<file path="src/rtl/lsu_load_responder_if.sv">
// Load-FU request/response and data-memory read port bundle for lsu_load_responder.
// The slave modport is the responder; master is the FU/memory environment.
interface lsu_load_responder_if #(
    parameter int unsigned PA_W     = 40,
    parameter int unsigned ECAUSE_W = 6
);
    logic                flush;
    logic                req_valid;
    logic                req_killed;
    logic [1:0]          req_oper;
    logic [2:0]          req_dtype;
    logic [63:0]         req_vaddr;
    logic                resp_ready;
    logic                resp_done;
    logic [63:0]         resp_data;
    logic                resp_exception;
    logic [ECAUSE_W-1:0] resp_ecause;
    logic                mem_req_valid;
    logic                mem_req_ready;
    logic [PA_W-1:0]     mem_req_addr;
    logic                mem_resp_valid;
    logic [63:0]         mem_resp_data;
    logic                mem_resp_err;

    modport slave (
        input  flush, req_valid, req_killed, req_oper, req_dtype, req_vaddr,
        input  mem_req_ready, mem_resp_valid, mem_resp_data, mem_resp_err,
        output resp_ready, resp_done, resp_data, resp_exception, resp_ecause,
        output mem_req_valid, mem_req_addr
    );

    modport master (
        output flush, req_valid, req_killed, req_oper, req_dtype, req_vaddr,
        output mem_req_ready, mem_resp_valid, mem_resp_data, mem_resp_err,
        input  resp_ready, resp_done, resp_data, resp_exception, resp_ecause,
        input  mem_req_valid, mem_req_addr
    );
endinterface

</file>
<file path="src/rtl/lsu_load_responder.sv">
// LSU load responder: accepts one load from the FU, checks alignment/range, reads an
// aligned doubleword from data memory and returns the extended lane or an exception.
module lsu_load_responder #(
    parameter int unsigned PA_W               = 40,
    parameter int unsigned ECAUSE_W           = 6,
    parameter int unsigned ECAUSE_LD_MISALIGN = 4,
    parameter int unsigned ECAUSE_LD_FAULT    = 5
) (
    input logic                 clk,
    input logic                 rst,
    lsu_load_responder_if.slave bus
);
    localparam logic [1:0] OperLoad = 2'd0;

    typedef enum logic [1:0] {StIdle, StMreq, StMwait, StResp} state_e;

    state_e              state_q;
    logic                kill_q;
    logic [2:0]          dtype_q;
    logic [2:0]          off_q;
    logic                resp_ready_q;
    logic                resp_done_q;
    logic [63:0]         resp_data_q;
    logic                resp_exception_q;
    logic [ECAUSE_W-1:0] resp_ecause_q;
    logic                mem_req_valid_q;
    logic [PA_W-1:0]     mem_req_addr_q;

    logic        accept;
    logic        kill_now;
    logic        misalign;
    logic        range_fault;
    logic [63:0] lane;
    logic [63:0] ext_data;

    assign accept      = bus.req_valid & (bus.req_oper == OperLoad) & ~bus.req_killed
                         & ~bus.flush;
    assign kill_now    = bus.req_killed | bus.flush | ~bus.req_valid;
    assign range_fault = |bus.req_vaddr[63:PA_W];

    always_comb begin
        misalign = 1'b0;
        case (bus.req_dtype)
            3'd1, 3'd5: misalign = bus.req_vaddr[0];
            3'd2, 3'd6: misalign = |bus.req_vaddr[1:0];
            3'd3, 3'd7: misalign = |bus.req_vaddr[2:0];
            default:    misalign = 1'b0;
        endcase
    end

    // Extraction works straight off the memory bus so the result lands in resp_data_q
    // on the same edge that enters StResp.
    always_comb begin
        lane = bus.mem_resp_data >> {off_q, 3'b000};
        case (dtype_q)
            3'd0:    ext_data = {{56{lane[7]}}, lane[7:0]};
            3'd1:    ext_data = {{48{lane[15]}}, lane[15:0]};
            3'd2:    ext_data = {{32{lane[31]}}, lane[31:0]};
            3'd4:    ext_data = {56'd0, lane[7:0]};
            3'd5:    ext_data = {48'd0, lane[15:0]};
            3'd6:    ext_data = {32'd0, lane[31:0]};
            default: ext_data = lane;
        endcase
    end

    always_ff @(posedge clk) begin
        if (rst) begin
            state_q          <= StIdle;
            kill_q           <= 1'b0;
            dtype_q          <= 3'd0;
            off_q            <= 3'd0;
            resp_ready_q     <= 1'b0;
            resp_done_q      <= 1'b0;
            resp_data_q      <= 64'd0;
            resp_exception_q <= 1'b0;
            resp_ecause_q    <= '0;
            mem_req_valid_q  <= 1'b0;
            mem_req_addr_q   <= '0;
        end else begin
            // Response fields are only non-zero during the single StResp cycle.
            resp_ready_q     <= 1'b0;
            resp_done_q      <= 1'b0;
            resp_data_q      <= 64'd0;
            resp_exception_q <= 1'b0;
            resp_ecause_q    <= '0;
            unique case (state_q)
                StIdle: begin
                    if (accept) begin
                        dtype_q <= bus.req_dtype;
                        off_q   <= bus.req_vaddr[2:0];
                        if (misalign || range_fault) begin
                            state_q          <= StResp;
                            resp_ready_q     <= 1'b1;
                            resp_done_q      <= 1'b1;
                            resp_exception_q <= 1'b1;
                            resp_ecause_q    <= misalign ? ECAUSE_W'(ECAUSE_LD_MISALIGN)
                                                         : ECAUSE_W'(ECAUSE_LD_FAULT);
                        end else begin
                            state_q         <= StMreq;
                            mem_req_valid_q <= 1'b1;
                            mem_req_addr_q  <= {bus.req_vaddr[PA_W-1:3], 3'b000};
                        end
                    end
                end
                StMreq: begin
                    if (kill_now) kill_q <= 1'b1;
                    if (bus.mem_req_ready) begin
                        mem_req_valid_q <= 1'b0;
                        state_q         <= StMwait;
                    end
                end
                StMwait: begin
                    if (kill_now) kill_q <= 1'b1;
                    if (bus.mem_resp_valid) begin
                        state_q <= StResp;
                        // A kill arriving with the response still suppresses it.
                        if (!kill_q && !kill_now) begin
                            resp_ready_q     <= 1'b1;
                            resp_done_q      <= 1'b1;
                            resp_exception_q <= bus.mem_resp_err;
                            resp_ecause_q    <= bus.mem_resp_err ? ECAUSE_W'(ECAUSE_LD_FAULT)
                                                                 : '0;
                            resp_data_q      <= bus.mem_resp_err ? 64'd0 : ext_data;
                        end
                    end
                end
                StResp: begin
                    state_q <= StIdle;
                    kill_q  <= 1'b0;
                end
                default: state_q <= StIdle;
            endcase
        end
    end

    assign bus.resp_ready     = resp_ready_q;
    assign bus.resp_done      = resp_done_q;
    assign bus.resp_data      = resp_data_q;
    assign bus.resp_exception = resp_exception_q;
    assign bus.resp_ecause    = resp_ecause_q;
    assign bus.mem_req_valid  = mem_req_valid_q;
    assign bus.mem_req_addr   = mem_req_addr_q;
endmodule

</file>
<file path="src/flat_wrapper.sv">
// flat-port wrapper written by rule: the top's interface ports become plain ports
module lsu_load_responder_flat 
#(
    parameter int unsigned PA_W               = 40,
    parameter int unsigned ECAUSE_W           = 6,
    parameter int unsigned ECAUSE_LD_MISALIGN = 4,
    parameter int unsigned ECAUSE_LD_FAULT    = 5
)
  (clk, rst, bus_flush, bus_req_valid, bus_req_killed, bus_req_oper, bus_req_dtype, bus_req_vaddr, bus_mem_req_ready, bus_mem_resp_valid, bus_mem_resp_data, bus_mem_resp_err, bus_resp_ready, bus_resp_done, bus_resp_data, bus_resp_exception, bus_resp_ecause, bus_mem_req_valid, bus_mem_req_addr);
  lsu_load_responder_if #(.PA_W(PA_W), .ECAUSE_W(ECAUSE_W)) bus_i ();
  input logic clk;
  input logic rst;
  input wire logic [$bits(bus_i.flush)-1:0] bus_flush;
  input wire logic [$bits(bus_i.req_valid)-1:0] bus_req_valid;
  input wire logic [$bits(bus_i.req_killed)-1:0] bus_req_killed;
  input wire logic [$bits(bus_i.req_oper)-1:0] bus_req_oper;
  input wire logic [$bits(bus_i.req_dtype)-1:0] bus_req_dtype;
  input wire logic [$bits(bus_i.req_vaddr)-1:0] bus_req_vaddr;
  input wire logic [$bits(bus_i.mem_req_ready)-1:0] bus_mem_req_ready;
  input wire logic [$bits(bus_i.mem_resp_valid)-1:0] bus_mem_resp_valid;
  input wire logic [$bits(bus_i.mem_resp_data)-1:0] bus_mem_resp_data;
  input wire logic [$bits(bus_i.mem_resp_err)-1:0] bus_mem_resp_err;
  output wire logic [$bits(bus_i.resp_ready)-1:0] bus_resp_ready;
  output wire logic [$bits(bus_i.resp_done)-1:0] bus_resp_done;
  output wire logic [$bits(bus_i.resp_data)-1:0] bus_resp_data;
  output wire logic [$bits(bus_i.resp_exception)-1:0] bus_resp_exception;
  output wire logic [$bits(bus_i.resp_ecause)-1:0] bus_resp_ecause;
  output wire logic [$bits(bus_i.mem_req_valid)-1:0] bus_mem_req_valid;
  output wire logic [$bits(bus_i.mem_req_addr)-1:0] bus_mem_req_addr;
  assign bus_i.flush = bus_flush;
  assign bus_i.req_valid = bus_req_valid;
  assign bus_i.req_killed = bus_req_killed;
  assign bus_i.req_oper = bus_req_oper;
  assign bus_i.req_dtype = bus_req_dtype;
  assign bus_i.req_vaddr = bus_req_vaddr;
  assign bus_i.mem_req_ready = bus_mem_req_ready;
  assign bus_i.mem_resp_valid = bus_mem_resp_valid;
  assign bus_i.mem_resp_data = bus_mem_resp_data;
  assign bus_i.mem_resp_err = bus_mem_resp_err;
  assign bus_resp_ready = bus_i.resp_ready;
  assign bus_resp_done = bus_i.resp_done;
  assign bus_resp_data = bus_i.resp_data;
  assign bus_resp_exception = bus_i.resp_exception;
  assign bus_resp_ecause = bus_i.resp_ecause;
  assign bus_mem_req_valid = bus_i.mem_req_valid;
  assign bus_mem_req_addr = bus_i.mem_req_addr;
  lsu_load_responder #(.PA_W(PA_W), .ECAUSE_W(ECAUSE_W), .ECAUSE_LD_MISALIGN(ECAUSE_LD_MISALIGN), .ECAUSE_LD_FAULT(ECAUSE_LD_FAULT)) u_core (.clk(clk), .rst(rst), .bus(bus_i));
endmodule
</file>
<file path="config.mk">
export PLATFORM = sky130hd
export DESIGN_NAME = lsu_load_responder_flat
export DESIGN_NICKNAME = d
export VERILOG_FILES = /design/src/rtl/lsu_load_responder_if.sv /design/src/rtl/lsu_load_responder.sv /design/src/flat_wrapper.sv
export SDC_FILE = /design/constraint.sdc
export NUM_CORES = 1
export LEC_CHECK = 0
export ABC_CLOCK_PERIOD_IN_PS = 2050
export BUFFER_PORTS_ARGS = -buffer_cell sky130_fd_sc_hd__buf_2
export CORE_MARGIN = 5
export CORE_UTILIZATION = 43
export CTS_CLUSTER_SIZE = 30
export DETAILED_ROUTE_END_ITERATION = 6
export GPL_ROUTABILITY_DRIVEN = 0
export PLACE_DENSITY = 0.77
export RECOVER_POWER = 100
export SYNTH_ARGS = -nofsm -noshare
export SYNTH_HDL_FRONTEND = slang
export SYNTH_SLANG_ARGS = --single-unit
export TNS_END_PERCENT = 30
</file>
<file path="constraint.sdc">
create_clock -name clk -period 2.05 [get_ports clk]
set_clock_uncertainty 0.1 [all_clocks]
set_input_delay 0.205 -clock clk [delete_from_list [all_inputs] [get_ports clk]]
set_output_delay 0.205 -clock clk [all_outputs]
set_load 0.01 [all_outputs]
</file>
==> results.py, run 1 <==
metrics = {
    "timing": {
        "period_share_pct": 99.9,
        "finalHoldViolations": 0,
        "max-slew-margin-rel_pct": 59.0,
        "fmax_ghz": 0.488,
        "maxSlewViolCount": 0,
        "setup_violations": 0,
        "finalCriticalPeriod_ns": 2.05,
        "grt_setup_unrepaired": "true",
        "hold_slack_ns": 0.0298,
        "tightest_slew_ns": 0.608,
        "fin_ws_ns": 0.00192,
    },
    "grt": {
        "grt_antenna_before_repair": 2,
        "grt_pass1_wl_um": 28400,
        "grt_overflow": 0,
        "grt_pass1_vias": 5348,
        "grt_max_degree": 49,
        "grt_usage_pct": 24.7,
    },
    "clock_network": {
        "cts-root-buf": "clkbuf_16",
        "cts.sinks": 114,
        "cts_buffer_depth": 2,
        "numCtsBuffers": 17,
        "path_clk_slew_ns": 0.05,
        "h-tree-depth": 4,
        "cts_tree": "yes",
        "clock_latency_ns": 0.42,
    },
    "synth": {
        "syn_area_um2": 5510,
        "yosys_warnings": 0,
        "yosysMostFrequentCell": "dfxtp_1",
        "seq_area_frac_synth_pct": 41.4,
        "synth_top_area_share_pct": 41.4,
        "yosysUniqueCellTypes": 43,
        "ys_ff_latch": 114,
        "synth.top_cells.by_area": "dfxtp_1 (41%), mux2i_1 (13%), mux4_2 (6.9%)",
        "async_flop_share_pct": 0,
        "yosys.area.top_type": "dfxtp_1",
        "ys_dominant_reg_cell": "dfxtp_1",
        "synth_common_cells": "dfxtp_1 (114), nor2_1 (73), mux2i_1 (71)",
        "netlist_instances": 588,
        "synth_edf_count": 0,
        "syn_avg_cell_area_um2": 9.37,
    },
    "floorplanning": {
        "rows": 41,
        "die_x_um": 123,
        "initial_core_util_pct": 43.8,
        "core_area_um2": 12600,
        "die_area_um2": 15200,
        "io_pins": 255,
        "fp.dieH_um": 123,
    },
    "placement": {
        "dpl_worst_slack_ns": -0.0809,
        "port_buffers": 247,
        "dp_hpwl_um": 13500,
    },
    "routing": {
        "wl_met3_um": 1700,
        "postRouteAntennaNets": 0,
        "route.met2.wl_um": 9230,
        "vias_per_cell": 5.20,
        "wl_per_cell_um": 18.4,
        "drt-initial-drc-count": 553,
        "drc": 0,
        "maxUsedRoutingLayer": "met4",
        "vias": 5589,
        "dr.pass1.iters": 5,
        "drt-met1-wl_um": 8040,
        "drt-total-wl_um": 19800,
    },
    "worst_setup_path": {
        "timing.rr.end": "u_core.bus.resp_data[46]",
        "r2r_slack_ns": 0.002,
        "worstPathArrival_ns": 2.25,
        "crit_start": "u_core.off_q[2]",
        "reg2reg_from": "u_core.off_q[2]",
        "crit_type": "reg -> reg",
        "start_kind": "flip-flop",
        "cp_slowest_stage_delay_ns": 0.46,
        "setup.worst_path.end": "u_core.bus.resp_data[46]",
        "r2r_cells": 7,
        "crit_chain": "buf_4 > mux2i_1 > o32ai_1 > o21ai_0 > a311o_2 > buf_12 > o21ai_0",
        "worst_path_most_repeated_cell": "o21ai_0",
        "end_kind": "flip-flop",
        "cp.required_ns": 2.25,
        "cp_max_fo": 16,
        "cpMaxStageDelayCell": "a311o_2",
    },
    "pwr": {
        "ir_worst_vdd_mv": 0.538,
        "power_w": 0.00599,
        "leakage_nw": 3.22,
        "pwr_density_cell_nw_per_um2": 747,
    },
    "finish": {
        "layout-drive-gt1-share_pct": 27.3,
        "syn2layout_area_growth_pct": 45.5,
        "fin_nets": 1030,
    },
    "worst_hold_path": {
        "hold_path_class": "in -> reg",
    },
    "job": {
        "max_cap_viol_count": 0,
    },
    "outcome": {
        "outcome": "finished clean",
    },
}
==> state kept, by name (all words and copies together) (netlist names) <==
| name | flops |
|---|---|
| u_core.bus.mem_req_addr | 37 |
| u_core.bus.mem_req_valid | 1 |
| u_core.bus.resp_data | 64 |
| u_core.bus.resp_ecause | 2 |
| u_core.bus.resp_ready | 1 |
| u_core.dtype_q | 3 |
| u_core.kill_q | 1 |
| u_core.off_q | 3 |
| u_core.state_q | 2 |
==> area by class of cell <==
type,count,area (um^2)
fill,1055,4550
multi-input combinational,423,2990
sequential,114,2290
timing repair buffer,324,1910
clock buffer,22,474
tap,172,215
clock inverter,10,108
inverter,5,18.8
antenna,4,10.0
==> metrics by stage <==
step	setup TNS, ns	instances	cell area (um^2)	util (%)
CTS	-0.00208	1067	8070	64.2
finish	0	1074	8020	63.8
global route	-0.242	1072	8010	63.7
floorplan	0	594	5530	-
detailed placement	-1.20	984	6970	55.4
global placement	-0.00267	984	6970	55.4
==> layer usage <==
metal  vias to the layer above  track usage [%]
met5                         -                0
met1                      2554             30.4
li1                       2675                -
met2                       289             38.5
met3                        71             7.46
met4                         0             13.8
==> how the worst min path moves through the flow <==
stage / start / endpoint / slack, ns / depth (start not counted)
detailed placement: bus_req_dtype[2] / u_core.dtype_q[2] / 0.34 / 3
finish: bus_mem_resp_data[52] / u_core.bus.resp_data[52] / 0.03 / 3
global placement: bus_req_vaddr[5] / u_core.bus.mem_req_addr[5] / 0.34 / 3
global route: bus_mem_resp_data[53] / u_core.bus.resp_data[53] / 0.06 / 3
CTS: bus_mem_resp_data[52] / u_core.bus.resp_data[52] / 0.02 / 3
floorplan: bus_mem_resp_data[56] / u_core.bus.resp_data[56] / 0.21 / 2
==> timing repair <==
action | 4_1_cts | 5_1_grt
resized for setup | 4 | 14
pin swaps | 0 | 2
gates cloned | 0 | 2
endpoints found under the setup margin | 19 | 84
setup buffers | 0 | 1
hold endpoints to repair | 52 | 0
hold buffers | 51 | 0
==> layout by cell type (no fill, tap or decap), types with 2 or more instances in the layout <==
cell,netlist,routed
nand2_1,49,47
clkinvlp_4,0,3
a2bb2oi_1,5,5
or2_2,2,2
o21ai_1,2,9
bufinv_16,0,2
nand3_1,2,2
inv_1,5,5
mux2_2,16,15
o31ai_1,2,2
diode_2,0,4
clkbuf_1,19,110
nand4_1,2,2
dfxtp_1,114,111
clkbuf_16,0,19
nand2b_1,3,3
ha_1,4,4
nor2b_1,13,12
buf_6,2,3
nor2_1,73,73
nand3_4,2,2
nor4_1,6,6
mux2i_1,71,71
a211oi_1,16,16
o21ai_0,69,62
clkinv_2,0,5
nand2_2,0,2
mux4_2,17,17
clkbuf_8,0,3
and2_1,3,3
buf_2,17,140
dfxtp_2,0,2
conb_1,1,7
o21a_1,11,11
a21oi_1,29,29
buf_12,0,5
dlygate4sd3_1,0,51
nor3_1,5,4
buf_4,12,15
==> cells by family (layout without fill, tap and decap cells) <==
group | count (synthesis) | count (layout) | share of synthesized area, %
AO/OA/AOI/OAI | 141 | 141 | 15.0
adder cells (fa/ha/maj) | 4 | 4 | 0.909
buffers and inverters | 57 | 361 | 5.36
flip-flops | 114 | 114 | 41.4
multiplexers | 104 | 104 | 23.1
other | 1 | 11 | 0.0681
AND/OR/NAND/NOR | 167 | 167 | 14.1
==> power breakdown <==
group          internal, W  switching, W  total (W)
sequential         0.00225     0.0000245    0.00227
clock              0.00187      0.000999    0.00287
combinational     0.000411      0.000436   0.000847
==> worst max-delay path, delay by kind of cell, from the launching register on <==
kind / cells / cell delay [ns]
compound gates: 4 / 1.04
buf+inv: 2 / 0.32
flops: 1 / 0.34
mux: 1 / 0.14
Power figures use the tool's default switching activity.
==> run 2: changes to the inputs <==
--- a/config.mk
+++ b/config.mk
@@ -5,15 +5,16 @@
 export SDC_FILE = /design/constraint.sdc
 export NUM_CORES = 1
 export LEC_CHECK = 0
-export ABC_CLOCK_PERIOD_IN_PS = 2050
+export ABC_CLOCK_PERIOD_IN_PS = 2400
 export BUFFER_PORTS_ARGS = -buffer_cell sky130_fd_sc_hd__buf_2
 export CORE_MARGIN = 5
-export CORE_UTILIZATION = 43
+export CORE_UTILIZATION = 51
 export CTS_CLUSTER_SIZE = 30
 export DETAILED_ROUTE_END_ITERATION = 6
 export GPL_ROUTABILITY_DRIVEN = 0
-export PLACE_DENSITY = 0.77
+export PLACE_DENSITY = 0.86
 export RECOVER_POWER = 100
+export SETUP_SLACK_MARGIN = 0.5
 export SYNTH_ARGS = -nofsm -noshare
 export SYNTH_HDL_FRONTEND = slang
 export SYNTH_SLANG_ARGS = --single-unit
==> constraint.sdc (replaced) <==
create_clock -name clk -period 2.4 [get_ports clk]
set_clock_uncertainty 0.1 [all_clocks]
set_input_delay 0.24 -clock clk [delete_from_list [all_inputs] [get_ports clk]]
set_output_delay 0.24 -clock clk [all_outputs]
set_load 0.01 [all_outputs]
==> run 2 against run 1 <==
Compared with the run above: the run now ends with negative setup slack left; utilization is 12 points higher; maximum frequency is 15% lower; combinational power is 3.1% lower; hold slack better by 0.0032 ns; register-to-register slack worse by 0.02 ns; first-iteration DRC count is 100% higher; wire length is 17% higher; critical path depth is 1 higher; global-route usage is 4.5 points higher; count of clock-buffer cells in the layout is 5 lower; critical path type unchanged; largest cell class unchanged.
==> results.py, run 2 (synthesis gave the netlist of run 1 again) <==
metrics = {
    "clock_network": {
        "cts-root-buf": "clkbuf_8",
        "cts_tree": "yes",
        "clock_latency_ns": 0.52,
        "numCtsBuffers": 17,
        "cts.sinks": 114,
        "cts_buffer_depth": 2,
        "h-tree-depth": 4,
        "path_clk_slew_ns": 0.06,
    },
    "floorplanning": {
        "io_pins": 255,
        "die_x_um": 114,
        "core_area_um2": 10700,
        "die_area_um2": 13000,
        "rows": 38,
        "fp.dieH_um": 114,
        "initial_core_util_pct": 51.5,
    },
    "worst_setup_path": {
        "start_kind": "flip-flop",
        "crit_cells": 8,
        "r2r_cells": 8,
        "r2r_slack_ns": -0.02,
        "setup.worst_path.end": "u_core.bus.mem_req_valid",
        "cpMaxStageDelayCell": "a211oi_1",
        "crit_type": "reg -> reg",
        "cp_max_fo": 19,
        "end_kind": "flip-flop",
        "reg2reg_from": "u_core.state_q[1]",
        "worst-path-buf-inv": 3,
        "worstPathArrival_ns": 2.69,
        "cp_slowest_stage_delay_ns": 0.42,
        "crit_start": "u_core.state_q[1]",
        "cp.required_ns": 2.67,
        "crit_chain": "inv_4 > ha_1 > nand3_1 > nor4_4 > clkbuf_1 > buf_8 > a21oi_1 > a211oi_1",
        "timing.rr.end": "u_core.bus.mem_req_valid",
        "crit_family": "buffers and inverters",
    },
    "outcome": {
        "violations": "negative setup slack",
        "outcome": "finished with violations",
    },
    "placement": {
        "port_buffers": 247,
        "dp_hpwl_um": 12800,
        "dpl_worst_slack_ns": 0.295,
    },
    "pwr": {
        "power_w": 0.00520,
        "pwr_density_cell_nw_per_um2": 641,
        "ir_worst_vdd_mv": 0.381,
        "leakage_nw": 3.30,
    },
    "routing": {
        "vias_per_cell": 5.99,
        "postRouteAntennaNets": 0,
        "drt-initial-drc-count": 1113,
        "drt-total-wl_um": 23100,
        "vias": 6349,
        "wl_per_cell_um": 21.8,
        "drc": 0,
        "dr.pass1.iters": 7,
    },
    "grt": {
        "grt_usage_pct": 29.2,
        "grt_overflow": 0,
        "grt_antenna_before_repair": 3,
        "grt_pass1_wl_um": 29700,
        "grt_max_degree": 57,
        "grt_pass1_vias": 5739,
    },
    "timing": {
        "max-slew-margin-rel_pct": 47.0,
        "fmax_ghz": 0.413,
        "tightest_slew_ns": 0.795,
        "period_share_pct": 101,
        "finalHoldViolations": 0,
        "grt_setup_unrepaired": "true",
        "fin_ws_ns": -0.0214,
        "finalCriticalPeriod_ns": 2.42,
        "maxSlewViolCount": 0,
        "hold_slack_ns": 0.0330,
        "setup_violations": 1,
    },
    "job": {
        "max_cap_viol_count": 0,
    },
    "finish": {
        "utilization_pct": 75.8,
        "largest_register_ffs": 64,
        "syn2layout_area_growth_pct": 47.3,
        "layout_common_cells": "buf_2 (140), clkbuf_1 (110), dfxtp_1 (110)",
        "fillers": 700,
        "fin_nets": 1048,
        "layout-drive-gt1-share_pct": 28.9,
        "register_area_um2": 2290,
        "multiInputGateArea_um2": 3030,
        "mostFrequentLayoutCell": "buf_2",
    },
    "worst_hold_path": {
        "hold_path_class": "in -> reg",
        "hp-start": "bus_mem_resp_data[49]",
    },
}
[run 2: cell type report]
cell class                      instances  area share, %
Multi-Input combinational cell        424           37.4
Sequential cell                       114           28.3
Timing Repair Buffer                  341           24.8
Clock buffer                           17           5.10
Tap cell                              140           2.16
Clock inverter                         15           1.82
Inverter                                5          0.293
Antenna cell                            4          0.123
[run 2: worst min-delay path by stage]
stage | endpoint | slack (ns) | depth (start not counted)
global placement | u_core.bus.mem_req_addr[28] | 0.37 | 2
floorplan | u_core.bus.resp_data[56] | 0.25 | 2
CTS | u_core.bus.resp_data[63] | -0.08 | 3
detailed placement | u_core.kill_q | 0.38 | 2
finish | u_core.bus.resp_data[49] | 0.03 | 3
global route | u_core.bus.resp_data[49] | 0.03 | 3
[run 2: where the power goes]
group | internal [W] | leakage [nW] | switching [W]
logic | 0.000385 | 2.10 | 0.000436
registers | 0.00192 | 0.921 | 0.0000400
clock network | 0.00140 | 0.269 | 0.00102
[run 2: layer usage]
metal | share of wire, % | track usage (%)
met5 | 0 | 0
met3 | 11 | 7.27
met1 | 35 | 35.6
met4 | 8.2 | 16.7
met2 | 46 | 47.0
[run 2: worst min-delay path, cell delays in order]
cell,delay (ns)
buf_2,0.15
mux2i_1,0.12
o21ai_0,0.08
[run 2: per-stage QoR]
step / std cells / cell area [um^2] / TNS [ns]
floorplan: 594 / 5550 / 0
global placement: 944 / 6840 / 0
detailed placement: 944 / 6840 / 0
CTS: 1034 / 7990 / 0
global route: 1059 / 8110 / 0
finish: 1060 / 8110 / -0.0214
[run 2: timing repair]
item,4_1_cts,5_1_grt
setup endpoints to repair,69,100
hold buffers,57,1
setup buffers,1,18
gates cloned,0,3
pin swaps,0,4
gates resized for setup,8,49
hold endpoints to repair,62,1
==> run 3: changes to the inputs <==
--- a/config.mk
+++ b/config.mk
@@ -5,14 +5,15 @@
 export SDC_FILE = /design/constraint.sdc
 export NUM_CORES = 1
 export LEC_CHECK = 0
+export ABC_AREA = 1
 export ABC_CLOCK_PERIOD_IN_PS = 2400
 export BUFFER_PORTS_ARGS = -buffer_cell sky130_fd_sc_hd__buf_2
 export CORE_MARGIN = 5
-export CORE_UTILIZATION = 51
+export CORE_UTILIZATION = 53
 export CTS_CLUSTER_SIZE = 30
 export DETAILED_ROUTE_END_ITERATION = 6
 export GPL_ROUTABILITY_DRIVEN = 0
-export PLACE_DENSITY = 0.86
+export PLACE_DENSITY = 0.87
 export RECOVER_POWER = 100
 export SETUP_SLACK_MARGIN = 0.5
 export SYNTH_ARGS = -nofsm -noshare
==> run 3 against run 2 <==
Compared with the run above: the flow now finishes without violations; count of clock-buffer cells in the layout grew 1; utilization fell by 6.0 points; synthesized area up 13%; final area decreased by 1.3%; setup slack improved by 0.42 ns; clock power is essentially flat; highest routed layer is now met5.
==> results.py, run 3 <==
metrics = {
    "outcome": {
        "outcome": "finished clean",
    },
    "floorplanning": {
        "rows": 39,
        "die_x_um": 118,
        "die_area_um2": 14000,
        "initial_core_util_pct": 54.2,
        "fp.dieH_um": 118,
        "io_pins": 255,
        "core_area_um2": 11500,
    },
    "clock_network": {
        "h-tree-depth": 4,
        "clock_latency_ns": 0.42,
        "cts.sinks": 114,
        "path_clk_slew_ns": 0.05,
        "numCtsBuffers": 17,
        "cts-root-buf": "clkbuf_16",
        "cts_buffer_depth": 2,
        "cts_tree": "yes",
    },
    "synth": {
        "synth_edf_count": 0,
        "syn_area_um2": 6220,
        "synth-compound-area-share_pct": 9.73,
        "netlist_instances": 941,
        "synth_mux_area_share_pct": 0.483,
        "yosys.area.top_type": "dfxtp_1",
        "async_flop_share_pct": 0,
        "yosysMostFrequentCell": "nand2_1",
        "ys_dominant_reg_cell": "dfxtp_1",
        "yosys_warnings": 0,
        "synth-xor-area-share_pct": 0,
        "yosys.area_share.simple_pct": 42.7,
        "syn_avg_cell_area_um2": 6.61,
        "seq_area_frac_synth_pct": 36.7,
        "ys_ff_latch": 114,
        "synth_top_family_by_area": "simple AND/OR/NAND/NOR gates",
        "synth-adder-area-share_pct": 0.805,
        "synth_top_area_share_pct": 36.7,
        "yosysUniqueCellTypes": 35,
        "synth.top_cells.by_area": "dfxtp_1 (37%), nand2_1 (16%), nor2_1 (10%)",
        "synth_common_cells": "nand2_1 (264), nor2_1 (171), dfxtp_1 (114)",
    },
    "timing": {
        "fmax_ghz": 0.500,
        "fin_tns_setup_ns": 0,
        "period_share_pct": 83.4,
        "finalHoldViolations": 0,
        "tightest_slew_ns": 0.740,
        "setup_violations": 0,
        "max-slew-margin-rel_pct": 50.6,
        "grt_setup_unrepaired": "true",
        "finalCriticalPeriod_ns": 2.00,
        "maxSlewViolCount": 0,
    },
    "job": {
        "max_cap_viol_count": 0,
    },
    "finish": {
        "multiInputGateArea_um2": 3350,
        "largest_register_ffs": 64,
        "layout-drive-gt1-share_pct": 21.4,
        "fin_nets": 1309,
        "layout_common_cells": "nand2_1 (263), nor2_1 (171), buf_2 (140)",
        "fillers": 1000,
        "register_area_um2": 2290,
        "utilization_pct": 69.8,
        "mostFrequentLayoutCell": "nand2_1",
        "n_antenna_cell": 0,
        "syn2layout_area_growth_pct": 28.7,
    },
    "worst_hold_path": {
        "hp-start": "rst",
        "whs_endpoint": "u_core.bus.resp_ecause[0]",
        "hold_path_class": "in -> reg",
        "hold_depth": 2,
    },
    "routing": {
        "vias": 6966,
        "drt-initial-drc-count": 805,
        "dr.pass1.iters": 6,
        "drt-total-wl_um": 20500,
        "vias_per_cell": 5.28,
        "drc": 0,
        "wl_per_cell_um": 15.5,
        "postRouteAntennaNets": 0,
    },
    "worst_setup_path": {
        "crit_chain": "inv_1 > ha_1 > inv_1 > nor3b_1 > nand2_2 > nor3_4 > buf_12 > buf_6 > clkbuf_16 > nand2_1 > inv_1",
        "crit_type": "reg -> reg",
        "cp_max_fo": 12,
        "worstPathArrival_ns": 2.26,
        "cpMaxStageDelayCell": "dfxtp_1",
        "r2r_cells": 11,
        "r2r_slack_ns": 0.40,
        "worst_path_most_repeated_cell": "inv_1",
        "cp.required_ns": 2.66,
        "cp_slowest_stage_delay_ns": 0.32,
        "timing.rr.end": "u_core.bus.resp_data[18]",
        "start_kind": "flip-flop",
        "reg2reg_from": "u_core.state_q[0]",
        "end_kind": "flip-flop",
    },
    "grt": {
        "grt_max_degree": 59,
        "grt_pass1_vias": 6403,
        "grt_usage_pct": 27.7,
        "grt_antenna_before_repair": 1,
        "grt_overflow": 0,
        "grt_pass1_wl_um": 31600,
    },
    "pwr": {
        "leakage_nw": 3.78,
        "pwr_density_cell_nw_per_um2": 659,
        "ir_worst_vdd_mv": 0.797,
        "power_w": 0.00527,
    },
    "placement": {
        "port_buffers": 247,
        "dp_hpwl_um": 14900,
    },
}
==> run 3: cell count changes in the layout (fill, tap and decap cells not counted), moves of 17 or more <==
| cell | delta |
|---|---|
| dlygate4sd3_1 | -57 |
| inv_1 | +34 |
| mux2i_1 | -68 |
| mux4_2 | -17 |
| nand2_1 | +215 |
| nand3_1 | +51 |
| nand3b_1 | +38 |
| nor2_1 | +99 |
| nor2_2 | +31 |
| o211ai_1 | +17 |
| o21ai_0 | -32 |
==> run 3: worst max-delay path: cells and delay by family (launching register included) <==
family,cells,cell delay (ns)
DFF,1,0.32
adders and majority gates,1,0.19
buffers and inverters,6,0.61
and+or+nand+nor,4,0.70
==> run 3: cells by family after synthesis <==
kind of cell | after synthesis
other | 1
DFF | 114
and+or+nand+nor | 594
adders and majority gates | 4
muxes | 3
AOI/OAI and AO/OA | 108
buffers and inverters | 117
==> run 3: metrics by stage <==
step / cells / worst slack (ns) / hold WS [ns] / cell area (um^2)
2_1_floorplan: 947 / 0.708 / 0.209 / 6240
3_3_place_gp: 1280 / 0.524 / 0.344 / 7420
3_5_place_dp: 1280 / 0.456 / 0.349 / 7420
4_1_cts: 1313 / 0.497 / 0.00295 / 8010
5_1_grt: 1320 / 0.235 / 0.0181 / 8000
6_report: 1320 / 0.399 / 0.0136 / 8000
==> run 3: layout make-up <==
| type | count | area share [%] |
|---|---|---|
| flip-flops and latches | 114 | 28.6 |
| clock buffers | 18 | 5.49 |
| repair buffers | 270 | 17.7 |
| multi-input cells | 716 | 41.9 |
| well taps | 143 | 2.24 |
| inverters | 45 | 2.34 |
| clock inverters | 14 | 1.72 |
==> run 3: what timing repair did <==
item	CTS	global route
setup endpoints to repair	25	99
resized for setup	2	23
pin swaps	0	3
hold buffers	1	0
buffers inserted	0	5
gates cloned	0	2
endpoints found under the hold margin	1	0
==> run 3: report_power, final <==
part	internal [W]	switching, W
Clock	0.00154	0.000904
Sequential	0.00193	0.0000274
Combinational	0.000333	0.000539
==> run 3: worst max-delay path by stage <==
stage                                  from  slack (ns)  depth (start not counted)                          end
after global placement    u_core.state_q[0]        0.52                         10  u_core.bus.mem_req_addr[35]
final                     u_core.state_q[0]        0.40                         11     u_core.bus.resp_data[18]
after CTS                   u_core.off_q[1]        0.50                         10     u_core.bus.resp_data[31]
after global routing      u_core.state_q[1]        0.23                         10  u_core.bus.mem_req_addr[32]
after floorplan           u_core.state_q[0]        0.71                         11  u_core.bus.mem_req_addr[19]
after detailed placement  u_core.state_q[0]        0.46                         10  u_core.bus.mem_req_addr[32]
==> run 3: layer usage <==
layer	track usage (%)	part of all wire, %	vias to the layer above
li1	-	-	3427
met3	8.26	11	82
met1	33.2	37	2981
met5	0	0.093	-
met4	15.2	5.2	2
met2	44.6	47	474
